### config.mk
export PLATFORM = sky130hd
export DESIGN_NAME = rgmii_tx_nibble_if
export DESIGN_NICKNAME = d
export VERILOG_FILES = /design/src/rtl/rgmii_tx_nibble_if.sv
export SDC_FILE = /design/constraint.sdc
export NUM_CORES = 1
export LEC_CHECK = 0
export CAP_MARGIN = 20
export CORE_MARGIN = 3
export CORE_UTILIZATION = 28
export DETAILED_ROUTE_END_ITERATION = 16
export PLACE_DENSITY_LB_ADDON = 0.25
export SLEW_MARGIN = 15
export SYNTH_ARGS = -nofsm -noshare
export SYNTH_HDL_FRONTEND = slang
export SYNTH_SLANG_ARGS = --single-unit
### constraint.sdc
create_clock -name clk -period 1.2 [get_ports clk]
set_input_delay 0.24 -clock clk [delete_from_list [all_inputs] [get_ports clk]]
set_output_delay 0.24 -clock clk [all_outputs]
set_load 0.02 [all_outputs]
### src/rtl/rgmii_tx_nibble_if.sv
// rgmii_tx_nibble_if: converts the TX MAC byte stream into per-edge RGMII
// nibbles and TX_CTL values for the external DDR output registers.
// Gigabit mode sends a full byte per cycle. MII (10/100) mode sends one byte
// every two cycles, low nibble first, and throttles the MAC through rdy.
// Optional statistics counters are enabled by defining RGMII_TX_STATS_EN.
module rgmii_tx_nibble_if #(
    parameter int DATA_WIDTH = 8,
    parameter int NIB_WIDTH  = 4
) (
    input  logic                  clk,
    input  logic                  reset_n,
    input  logic [DATA_WIDTH-1:0] rgmii_mac_tx_data,
    input  logic                  rgmii_mac_tx_dv,
    input  logic                  rgmii_mac_tx_er,
    input  logic                  mii_select,
    output logic                  rgmii_mac_tx_rdy,
    output logic [NIB_WIDTH-1:0]  rgmii_txd_rise,
    output logic [NIB_WIDTH-1:0]  rgmii_txd_fall,
    output logic                  rgmii_tx_ctl_rise,
    output logic                  rgmii_tx_ctl_fall
`ifdef RGMII_TX_STATS_EN
    ,
    output logic [31:0]           stat_frame_cnt,
    output logic [31:0]           stat_byte_cnt,
    output logic [15:0]           stat_err_cnt
`endif
);

    typedef enum logic [1:0] {IDLE, GIG, MII_LO, MII_HI} state_t;

    state_t                state_q, state_d;
    logic                  mode_q, mode_d;
    logic [DATA_WIDTH-1:0] hold_data_q, hold_data_d;
    logic                  hold_er_q, hold_er_d;
    logic                  rdy_q, rdy_d;
    logic [NIB_WIDTH-1:0]  txd_rise_q, txd_rise_d;
    logic [NIB_WIDTH-1:0]  txd_fall_q, txd_fall_d;
    logic                  ctl_rise_q, ctl_rise_d;
    logic                  ctl_fall_q, ctl_fall_d;
    logic                  accept;

    assign accept = rdy_q & rgmii_mac_tx_dv;

    // Next state, mode latch, byte capture and the next registered outputs.
    always_comb begin
        state_d     = state_q;
        mode_d      = mode_q;
        hold_data_d = hold_data_q;
        hold_er_d   = hold_er_q;
        txd_rise_d  = '0;
        txd_fall_d  = '0;
        ctl_rise_d  = 1'b0;
        ctl_fall_d  = 1'b0;

        if (state_q == IDLE && !rgmii_mac_tx_dv) begin
            mode_d = mii_select;
        end

        if (accept) begin
            hold_data_d = rgmii_mac_tx_data;
            hold_er_d   = rgmii_mac_tx_er;
        end

        case (state_q)
            IDLE:    if (accept) state_d = mode_q ? MII_LO : GIG;
            GIG:     state_d = accept ? GIG : IDLE;
            MII_LO:  state_d = MII_HI;
            MII_HI:  state_d = accept ? MII_LO : IDLE;
            default: state_d = IDLE;
        endcase

        case (state_d)
            GIG: begin
                txd_rise_d = rgmii_mac_tx_data[NIB_WIDTH-1:0];
                txd_fall_d = rgmii_mac_tx_data[DATA_WIDTH-1:NIB_WIDTH];
                ctl_rise_d = 1'b1;
                ctl_fall_d = ~rgmii_mac_tx_er;
            end
            MII_LO: begin
                txd_rise_d = hold_data_d[NIB_WIDTH-1:0];
                txd_fall_d = hold_data_d[NIB_WIDTH-1:0];
                ctl_rise_d = 1'b1;
                ctl_fall_d = ~hold_er_d;
            end
            MII_HI: begin
                txd_rise_d = hold_data_d[DATA_WIDTH-1:NIB_WIDTH];
                txd_fall_d = hold_data_d[DATA_WIDTH-1:NIB_WIDTH];
                ctl_rise_d = 1'b1;
                ctl_fall_d = ~hold_er_d;
            end
            default: begin
                ctl_fall_d = !mode_q && rgmii_mac_tx_er && !rgmii_mac_tx_dv;
            end
        endcase

        rdy_d = (state_d != MII_LO);
    end

    // State, mode, hold and output registers with synchronous active-low reset.
    always_ff @(posedge clk) begin
        if (!reset_n) begin
            state_q     <= IDLE;
            mode_q      <= 1'b0;
            hold_data_q <= '0;
            hold_er_q   <= 1'b0;
            rdy_q       <= 1'b0;
            txd_rise_q  <= '0;
            txd_fall_q  <= '0;
            ctl_rise_q  <= 1'b0;
            ctl_fall_q  <= 1'b0;
        end else begin
            state_q     <= state_d;
            mode_q      <= mode_d;
            hold_data_q <= hold_data_d;
            hold_er_q   <= hold_er_d;
            rdy_q       <= rdy_d;
            txd_rise_q  <= txd_rise_d;
            txd_fall_q  <= txd_fall_d;
            ctl_rise_q  <= ctl_rise_d;
            ctl_fall_q  <= ctl_fall_d;
        end
    end

    assign rgmii_mac_tx_rdy  = rdy_q;
    assign rgmii_txd_rise    = txd_rise_q;
    assign rgmii_txd_fall    = txd_fall_q;
    assign rgmii_tx_ctl_rise = ctl_rise_q;
    assign rgmii_tx_ctl_fall = ctl_fall_q;

`ifdef RGMII_TX_STATS_EN
    logic        in_frame_q, in_frame_d;
    logic        frame_err_q, frame_err_d;
    logic [31:0] frame_cnt_q, frame_cnt_d;
    logic [31:0] byte_cnt_q, byte_cnt_d;
    logic [15:0] err_cnt_q, err_cnt_d;

    // Frame tracking: a frame ends when dv is low at a point where rdy is high.
    always_comb begin
        in_frame_d  = in_frame_q;
        frame_err_d = frame_err_q;
        frame_cnt_d = frame_cnt_q;
        byte_cnt_d  = byte_cnt_q;
        err_cnt_d   = err_cnt_q;
        if (accept) begin
            in_frame_d  = 1'b1;
            frame_err_d = frame_err_q | rgmii_mac_tx_er;
            byte_cnt_d  = byte_cnt_q + 32'd1;
        end else if (rdy_q && !rgmii_mac_tx_dv && in_frame_q) begin
            in_frame_d  = 1'b0;
            frame_err_d = 1'b0;
            frame_cnt_d = frame_cnt_q + 32'd1;
            if (frame_err_q) begin
                err_cnt_d = err_cnt_q + 16'd1;
            end
        end
    end

    // Statistics registers, cleared by reset and wrapping on overflow.
    always_ff @(posedge clk) begin
        if (!reset_n) begin
            in_frame_q  <= 1'b0;
            frame_err_q <= 1'b0;
            frame_cnt_q <= '0;
            byte_cnt_q  <= '0;
            err_cnt_q   <= '0;
        end else begin
            in_frame_q  <= in_frame_d;
            frame_err_q <= frame_err_d;
            frame_cnt_q <= frame_cnt_d;
            byte_cnt_q  <= byte_cnt_d;
            err_cnt_q   <= err_cnt_d;
        end
    end

    assign stat_frame_cnt = frame_cnt_q;
    assign stat_byte_cnt  = byte_cnt_q;
    assign stat_err_cnt   = err_cnt_q;
`endif

endmodule

== Word level (Yosys, flattened, before mapping) ==
Cells that the tools add are included.

* Flip-flop bits (word level): 23
* Input bits: 13

* Multiplexer cells: 11
* Equality and inequality tests: 7
* Bitwise operators: 3
* Reductions and logical operators: 8

{| class="wikitable"
|+ Operators with widths
! kind !! number
|-
| $pmux 4 s3 || 2
|-
| $eq 2x2->1 const B || 4
|-
| $mux 8 || 1
|-
| $pmux 2 s4 || 1
|-
| $mux 2 || 3
|-
| $eq 2x1->1 const B || 2
|-
| $logic_and 1x1->1 || 3
|-
| $mux 1 || 3
|-
| $reduce_or 3->1 || 1
|-
| $logic_not 1->1 || 2
|-
| $logic_not 2->1 || 1
|-
| $ne 2x2->1 const B || 1
|-
| $not 1->1 || 2
|-
| $pmux 1 s2 || 1
|-
| $reduce_or 2->1 || 1
|-
| $and 1x1->1 || 1
|}

== Logic depth before layout (Yosys ltp) ==
Gate-level depths: netlist of run 1.

* Depth after elaboration: 6
* Mapped depth: 5
* Mapped depth without buffers: 3

== Least setup slack after synthesis of run 1 ==
Ideal clock, no wire load.

* Path kind: flip-flop to flip-flop
* Start point: reg rdy_q (netlist: rgmii_mac_tx_rdy)
* End point: reg ctl_fall_q (netlist: rgmii_tx_ctl_fall)
* Path buffers: 2
* Setup time: 0.122 ns
* Stages on the path, launching flop included: 6
* Data arrival time: 1.095 ns
* Setup slack: -0.017 ns
* Period minus slack after synthesis: 1.217 ns
* Cells stage by stage: dfxtp_1 > and2_1 > clkbuf_2 > buf_2 > nand2_1 > o311a_1

* Longest elaborated chain between the ends: 6
* Elaborated cells on any way between the ends: 12
* Those cells by class: eq/ne: 3; mux: 6; bitwise: 2; reduce/logical: 1

{| class="wikitable"
|+ RTL lines
! item !! line !! source
|-
| from (decl) || 35 || <nowiki>logic rdy_q, rdy_d;</nowiki>
|-
| from (signal assigned) || 116 || <nowiki>rdy_q <= rdy_d;</nowiki>
|-
| $and 1x1->1 * || 42 || <nowiki>assign accept = rdy_q & rgmii_mac_tx_dv;</nowiki>
|-
| $mux 1, or another cell as far along || 66 || <nowiki>GIG: state_d = accept ? GIG : IDLE;</nowiki>
|-
| $pmux 2 s4 || 64 || <nowiki>case (state_q)</nowiki>
|-
| $eq 2x2->1 || 72 || <nowiki>case (state_d)</nowiki>
|-
| $reduce_or 2->1 (no source line) || - ||
|-
| $pmux 1 s2 * || 72 ||
|-
| to (signal assigned) || 120 || <nowiki>ctl_fall_q <= ctl_fall_d;</nowiki>
|-
| to (decl) || 39 || <nowiki>logic ctl_fall_q, ctl_fall_d;</nowiki>
|}

Mark *: on every way between the ends. The rest lies on a longest branch, timed or not.
A chain may end at the register's enable or synchronous reset.

== Final worst setup path of run 1 ==
* Start point: reg state_q[0]
* End point: reg txd_fall_q[0] (netlist: rgmii_txd_fall[0])

* Longest elaborated chain between the ends: 4
* Elaborated cells on any way between the ends: 10
* Those cells by class: eq/ne: 6; mux: 3; reduce/logical: 1

{| class="wikitable"
|+ RTL lines
! item !! line !! source
|-
| from (decl) || 31 || <nowiki>state_t state_q, state_d;</nowiki>
|-
| from (signal assigned) || 112 || <nowiki>state_q <= state_d;</nowiki>
|-
| $eq 2x2->1, or another cell as far along || 64 ||
|-
| $pmux 2 s4 * || 64 ||
|-
| $eq 2x2->1 or $eq 2x1->1 (tied branches) || 72 ||
|-
| $pmux 4 s3 * || 72 ||
|-
| to (signal assigned) || 118 || <nowiki>txd_fall_q <= txd_fall_d;</nowiki>
|-
| to (decl) || 37 || <nowiki>logic [NIB_WIDTH-1:0] txd_fall_q, txd_fall_d;</nowiki>
|}

Marks and branches as above.

==> run summary, run 1 <==
Hold_buf cts: 0
Critical path's top delay family: simple AND/OR/NAND/NOR gates
Slew Limit Fails: 0
Cell count after synthesis: 95
#FFs+latches synth: 19
Synth Warn #: 0
Total Wirelength: 2210 µm
Router iterations before antenna repair: 4
CTS sink count: 19
Die H: 60.6 µm
Setup ws final: -0.0332 ns
Required @ worst endpoint: 1.42 ns
Die Width: 60.6 µm
Clk_lat worst skew: 0.30 ns
Final layout net count: 145
Residual DRC count: 0
Level count of the clock H-tree: 1
Fin cells: 162
Slew headroom: 81.4%
DR vias/cell: 5.09
Mapped Area: 833 µm²
LEAKAGE: 0.498 nW
Syn_area_per_cell: 8.77 µm²
CTS Buffer Depth: 2
Overflow after GRT: 0
Die area: 3670 µm²
Maxcap violations: 0
First-pass GRT wire length: 3370 µm
PD cells: 1020 nW/µm²
Total track usage: 12.7%
Failing checks: setup timing
Hold slack: 0.478 ns
Initial antenna violation count: 0
Final GP Congestion: 0.815
Inserted Diodes: 0
Fillers: 299
Period utilisation layout: 103%
P&R area growth vs syn: 48.0%
Antenna viol nets, final: 0
Initial drt markers: 14
Routed wire per std cell: 13.6 µm
Row cnt: 19
Crit-path cells: or3b_4 > a21o_4 > o221ai_1
Slowest cell delay on critical path: 0.41 ns
Final core utilization: 44.0%
Share of cells above drive strength 1: 26.7%
Final setup vio count: 3
Io pins: 24
Largest net degree at the start of global routing: 16
Reg clk slew, reported paths: 0.11 ns
Synth unique cells: 27
Status: finished, violations left
Initial Utilization: 29.7%
Reg2Reg Setup Slack: -0.03 ns
Worst setup EP type: flop
Dpl cell area: 1180 µm²
Seq/Total Area, Yosys: 45.6%
Setup Skew: 0.00300 ns
Detailed Place HPWL: 1590 µm
Hold crit path type: reg2reg
Max IR drop VDD: 431 µV
Worst Max-Slew Pin Slew: 0.275 ns
Power, Total: 1.26 mW
CORE AREA: 2810 µm²
Vias in the first global route: 746
RSZ-0062 raised after global routing: yes
Fin area: 1230 µm²
Fin crit period: 1.23 ns
WP data arrival: 1.46 ns
Crit path max-delay cell type: or3b_4
CP bufs+invs: 0
Root Driver: clkbuf_4
CP startpoint kind: flop
Inst Count DP: 157
Syn nets: 108
Highest clock rate: 811 MHz
Vias: 825
CTS tree: built
Worst Setup Path Type: reg2reg
Buffers on Ports: 23
Hold Vio Cnt, Final: 0
Worst Path Max Fanout: 4
CTS Buf Count: 3
==> placed cells by master (no fill, tap or decap), drive strengths merged, types with 5 or more instances in the layout <==
cell type / count
a21boi: 10
buf: 16
clkbuf: 9
clkdlybuf4s15: 6
clkdlybuf4s50: 12
dfxtp: 19
nand2: 9
nand3: 5
nor2: 6
nor2b: 7
==> worst reg2reg max path: stages (launching register included) <==
cell      delay [ns]
dfxtp_2         0.35
or3b_4          0.41
a21o_4          0.24
o221ai_1        0.15
==> area by class of cell <==
type	instances	area, µm²	area share, %
clock buffer	4	26.3	2.13
inverter	1	3.75	0.304
multi-input combinational	68	457	37.0
sequential	19	383	31.0
tap	31	38.8	3.14
timing repair buffer	39	325	26.4
==> registers in the layout (all words and copies together), names as in the netlist <==
signal             count
state_q                2
rgmii_txd_fall         4
hold_er_q              1
hold_data_q            4
mode_q                 1
rgmii_tx_ctl_rise      1
rgmii_tx_ctl_fall      1
rgmii_mac_tx_rdy       1
rgmii_txd_rise         4
==> routing by layer <==
layer  share of wire, %  up-vias  GRT usage (%)  wire [µm]
li1                   -      412              -          -
met1                 42      389           14.5        920
met2                 52       20           22.1       1160
met3                4.3        4           2.77         96
met4                1.6        0           6.50         35
met5                  0        -              0          0
==> kinds of logic (layout without fill, tap and decap cells) <==
logic type,Yosys count,after routing,synth area share (%)
AOI/OAI and AO/OA,24,24,20.7
and+or+nand+nor,43,43,27.6
buffers and inverters,8,44,4.80
DFF,19,19,45.6
muxes,1,1,1.20
==> worst paths after layout <==
kind / start / end / depth (start not counted)
worst max-delay path: state_q[0] / rgmii_txd_fall[0] / 3
worst min register to register: hold_er_q / hold_er_q / 2
worst min-delay path: hold_er_q / hold_er_q / 2
worst max register to register: state_q[0] / rgmii_txd_fall[0] / 3
==> power by group <==
| group | switching (mW) | total (mW) | internal [mW] |
|---|---|---|---|
| Combinational | 0.122 | 0.251 | 0.130 |
| Sequential | 0.0110 | 0.671 | 0.660 |
| Clock | 0.204 | 0.334 | 0.130 |
==> repair_timing <==
| action | in CTS | in global routing |
|---|---|---|
| setup buffers | 1 | 0 |
| endpoints found under the setup margin | 22 | 16 |
| cloned | 0 | 0 |
| gates resized for setup | 22 | 22 |
==> through the flow <==
step / TNS (ns) / setup slack, ns
2_1_floorplan: 0 / 0.0182
3_3_place_gp: -5.09 / -0.441
3_5_place_dp: -5.61 / -0.462
4_1_cts: -0.135 / -0.0486
5_1_grt: -0.255 / -0.0793
6_report: -0.0854 / -0.0332
==> synth_stat cells <==
cell type / count / share of area [%]
dfxtp_1: 19 / 46
a21boi_0: 10 / 9.0
nand2_1: 9 / 4.1
nor2b_1: 7 / 5.3
nor2_1: 6 / 2.7
nand3_1: 5 / 3.0
and3_1: 4 / 3.0
clkbuf_1: 4 / 1.8
nand4_1: 4 / 3.0
o21ai_0: 4 / 2.4
o221ai_1: 4 / 4.2
a21oi_1: 2 / 1.2
and2_1: 2 / 1.5
nand2b_1: 2 / 1.5
a21o_1: 1 / 0.90
a31oi_1: 1 / 0.75
and2b_1: 1 / 0.90
buf_2: 1 / 0.60
buf_6: 1 / 1.4
clkbuf_2: 1 / 0.60
inv_1: 1 / 0.45
mux2i_1: 1 / 1.2
nor3_1: 1 / 0.60
nor4b_1: 1 / 1.1
o2bb2ai_1: 1 / 1.1
o311a_1: 1 / 1.2
or3b_1: 1 / 1.1
Power figures use the tool's default switching activity.
==> inputs of run 2 (changes only) <==
TNS_END_PERCENT = 1   (was unset)
==> run summary, run 2 (synthesized netlist as in run 1, its figures left out) <==
Status: finished, violations left
Failing checks: setup timing
RSZ-0062 raised after global routing: yes
Post-CTS Setup Inserts: 0 (-1)
Setup Skew: 0.00793 ns (+0.00493 ns)
Final setup vio count: 1 (-2)
Worst Max-Slew Pin Slew: 0.277 ns (+0.00258 ns)
Overflow after GRT: 0 (unchanged)
Routed wire per std cell: 13.4 µm (-1.8%)
Dpl cell area: 1150 µm² (-2.5%)
Worst Path Max Fanout: 6 (+2)
Final layout net count: 140 (-3.4%)
Fillers: 295 (-1.3%)
Slowest cell delay on critical path: 0.38 ns (-0.03 ns)
Fin area: 1170 µm² (-5.5%)
CTS Buffer Depth: 2 (unchanged)
Antenna viol nets, final: 0 (unchanged)
Die area: 3670 µm² (unchanged)
Final core utilization: 41.6% (-2.4 points)
Setup TNS: -0.00739 ns (+0.0780 ns)
Io pins: 24 (unchanged)
Level count of the clock H-tree: 1 (unchanged)
CP startpoint kind: flop
Inserted Diodes: 0 (unchanged)
Hold slack: 0.474 ns (-0.00340 ns)
Clk_lat worst skew: 0.31 ns (about the same)
WP data arrival: 1.45 ns (about the same)
Hold crit path type: reg2reg
Worst Setup Path Type: reg2reg
DR vias/cell: 5.17 (+1.6%)
CORE AREA: 2810 µm² (unchanged)
Detailed Place HPWL: 1530 µm (-3.8%)
Crit path max-delay cell type: or3b_4
Die Width: 60.6 µm (unchanged)
Share of cells above drive strength 1: 30.2% (+3.4 points)
Hold Vio Cnt, Final: 0 (unchanged)
Buffers on Ports: 23 (unchanged)
Register area: 384 µm² (+0.33%)
Total Wirelength: 2100 µm (-4.8%)
Residual DRC count: 0 (unchanged)
Slew Limit Fails: 0 (unchanged)
Slew headroom: 81.2% (-0.17 points)
Max IR drop VDD: 503 µV (+17%)
Crit-path cells: or3b_4 > a21o_4 > o221ai_2
Initial Utilization: 29.7% (unchanged)
Commonest non-fill, non-tap cell in the layout: dfxtp_1
Vias in the first global route: 747 (+0.13%)
Largest net degree at the start of global routing: 16 (unchanged)
PD cells: 1050 nW/µm² (+3.6%)
Hold_buf cts: 0 (unchanged)
Root Driver: clkbuf_4
P&R area growth vs syn: 39.9%
Reg clk slew, reported paths: 0.11 ns (about the same)
Period utilisation layout: 101% (-2.1 points)
Setup ws final: -0.00739 ns (+0.0258 ns)
Most frequent cells in the layout: dfxtp_1, clkdlybuf4s50_1, buf_4
Area of the multi-input gates: 454 µm² (-0.55%)
Worst setup EP type: flop
First-pass GRT wire length: 3170 µm (-5.9%)
Final GP Congestion: 0.815 (about the same)
Required @ worst endpoint: 1.44 ns (+0.02 ns)
Pre-CTS setup slack: -0.442 ns (+0.0197 ns)
CTS sink count: 19 (unchanged)
Total track usage: 12.0% (-0.65 points)
Die H: 60.6 µm (unchanged)
Router iterations before antenna repair: 4 (unchanged)
Row cnt: 19 (unchanged)
LEAKAGE: 0.471 nW (-5.4%)
Vias: 812 (-1.6%)
CTS Buf Count: 3 (unchanged)
Initial drt markers: 23 (+9)
CTS tree: built
Initial antenna violation count: 0 (unchanged)
Maxcap violations: 0 (unchanged)
Fin crit period: 1.21 ns (-0.0258 ns)
Highest clock rate: 828 MHz (+2.1%)
[run 2: changes by cell type in the layout (fill, tap and decap cells not counted), sizes merged]
cell,before,now
clkbuf,9,13
clkinv,0,1
buf,16,12
clkdlybuf4s15,6,0
[run 2: power by group]
part | total [mW] | switching (mW) | internal [mW]
Clock | 0.327 | 0.203 | 0.125
Sequential | 0.671 | 0.0104 | 0.660
Combinational | 0.232 | 0.118 | 0.114
Total | 1.23 | 0.331 | 0.899
[run 2: per-stage QoR]
| step | total power, mW | cells |
|---|---|---|
| 6_report | 1.23 | 157 |
| 4_1_cts | 1.25 | 157 |
| 2_1_floorplan | 0.799 | 95 |
| 3_5_place_dp | 0.919 | 153 |
| 5_1_grt | 1.31 | 157 |
| 3_3_place_gp | 0.915 | 153 |
[run 2: layer usage]
metal | GRT usage [%] | vias up | part of all wire [%]
met4 | 4.64 | 0 | 1.2
li1 | - | 400 | -
met2 | 21.1 | 24 | 50
met5 | 0 | - | 0
met3 | 4.68 | 4 | 6.0
met1 | 13.0 | 384 | 43
[run 2: timing repair]
action	4_1_cts	5_1_grt
endpoints found under the setup margin	22	20
resized for setup	24	23
pin swaps	1	1
gates cloned	0	0
hold endpoints to repair	0	0
[run 2: worst max-delay path, delay by kind of cell (launching register included)]
family             cells  cell delay [ns]
AOI/OAI and AO/OA      2             0.41
DFF                    1             0.36
and+or+nand+nor        1             0.38
[run 2: final cells by class]
type	count	share of cell area [%]
Clock buffer	3	1.93
Clock inverter	1	0.429
Inverter	1	0.322
Multi-Input combinational cell	68	38.9
Sequential cell	19	32.9
Tap cell	31	3.33
Timing Repair Buffer	34	22.1
[run 2: path summary, 6_finish.rpt]
kind / slack [ns] / startpoint / end / depth (start not counted)
min reg2reg: 0.47 / hold_er_q / hold_er_q / 2
max: -0.007 / state_q[1] / rgmii_txd_fall[3] / 3
max reg2reg: -0.007 / state_q[1] / rgmii_txd_fall[3] / 3
min: 0.47 / hold_er_q / hold_er_q / 2
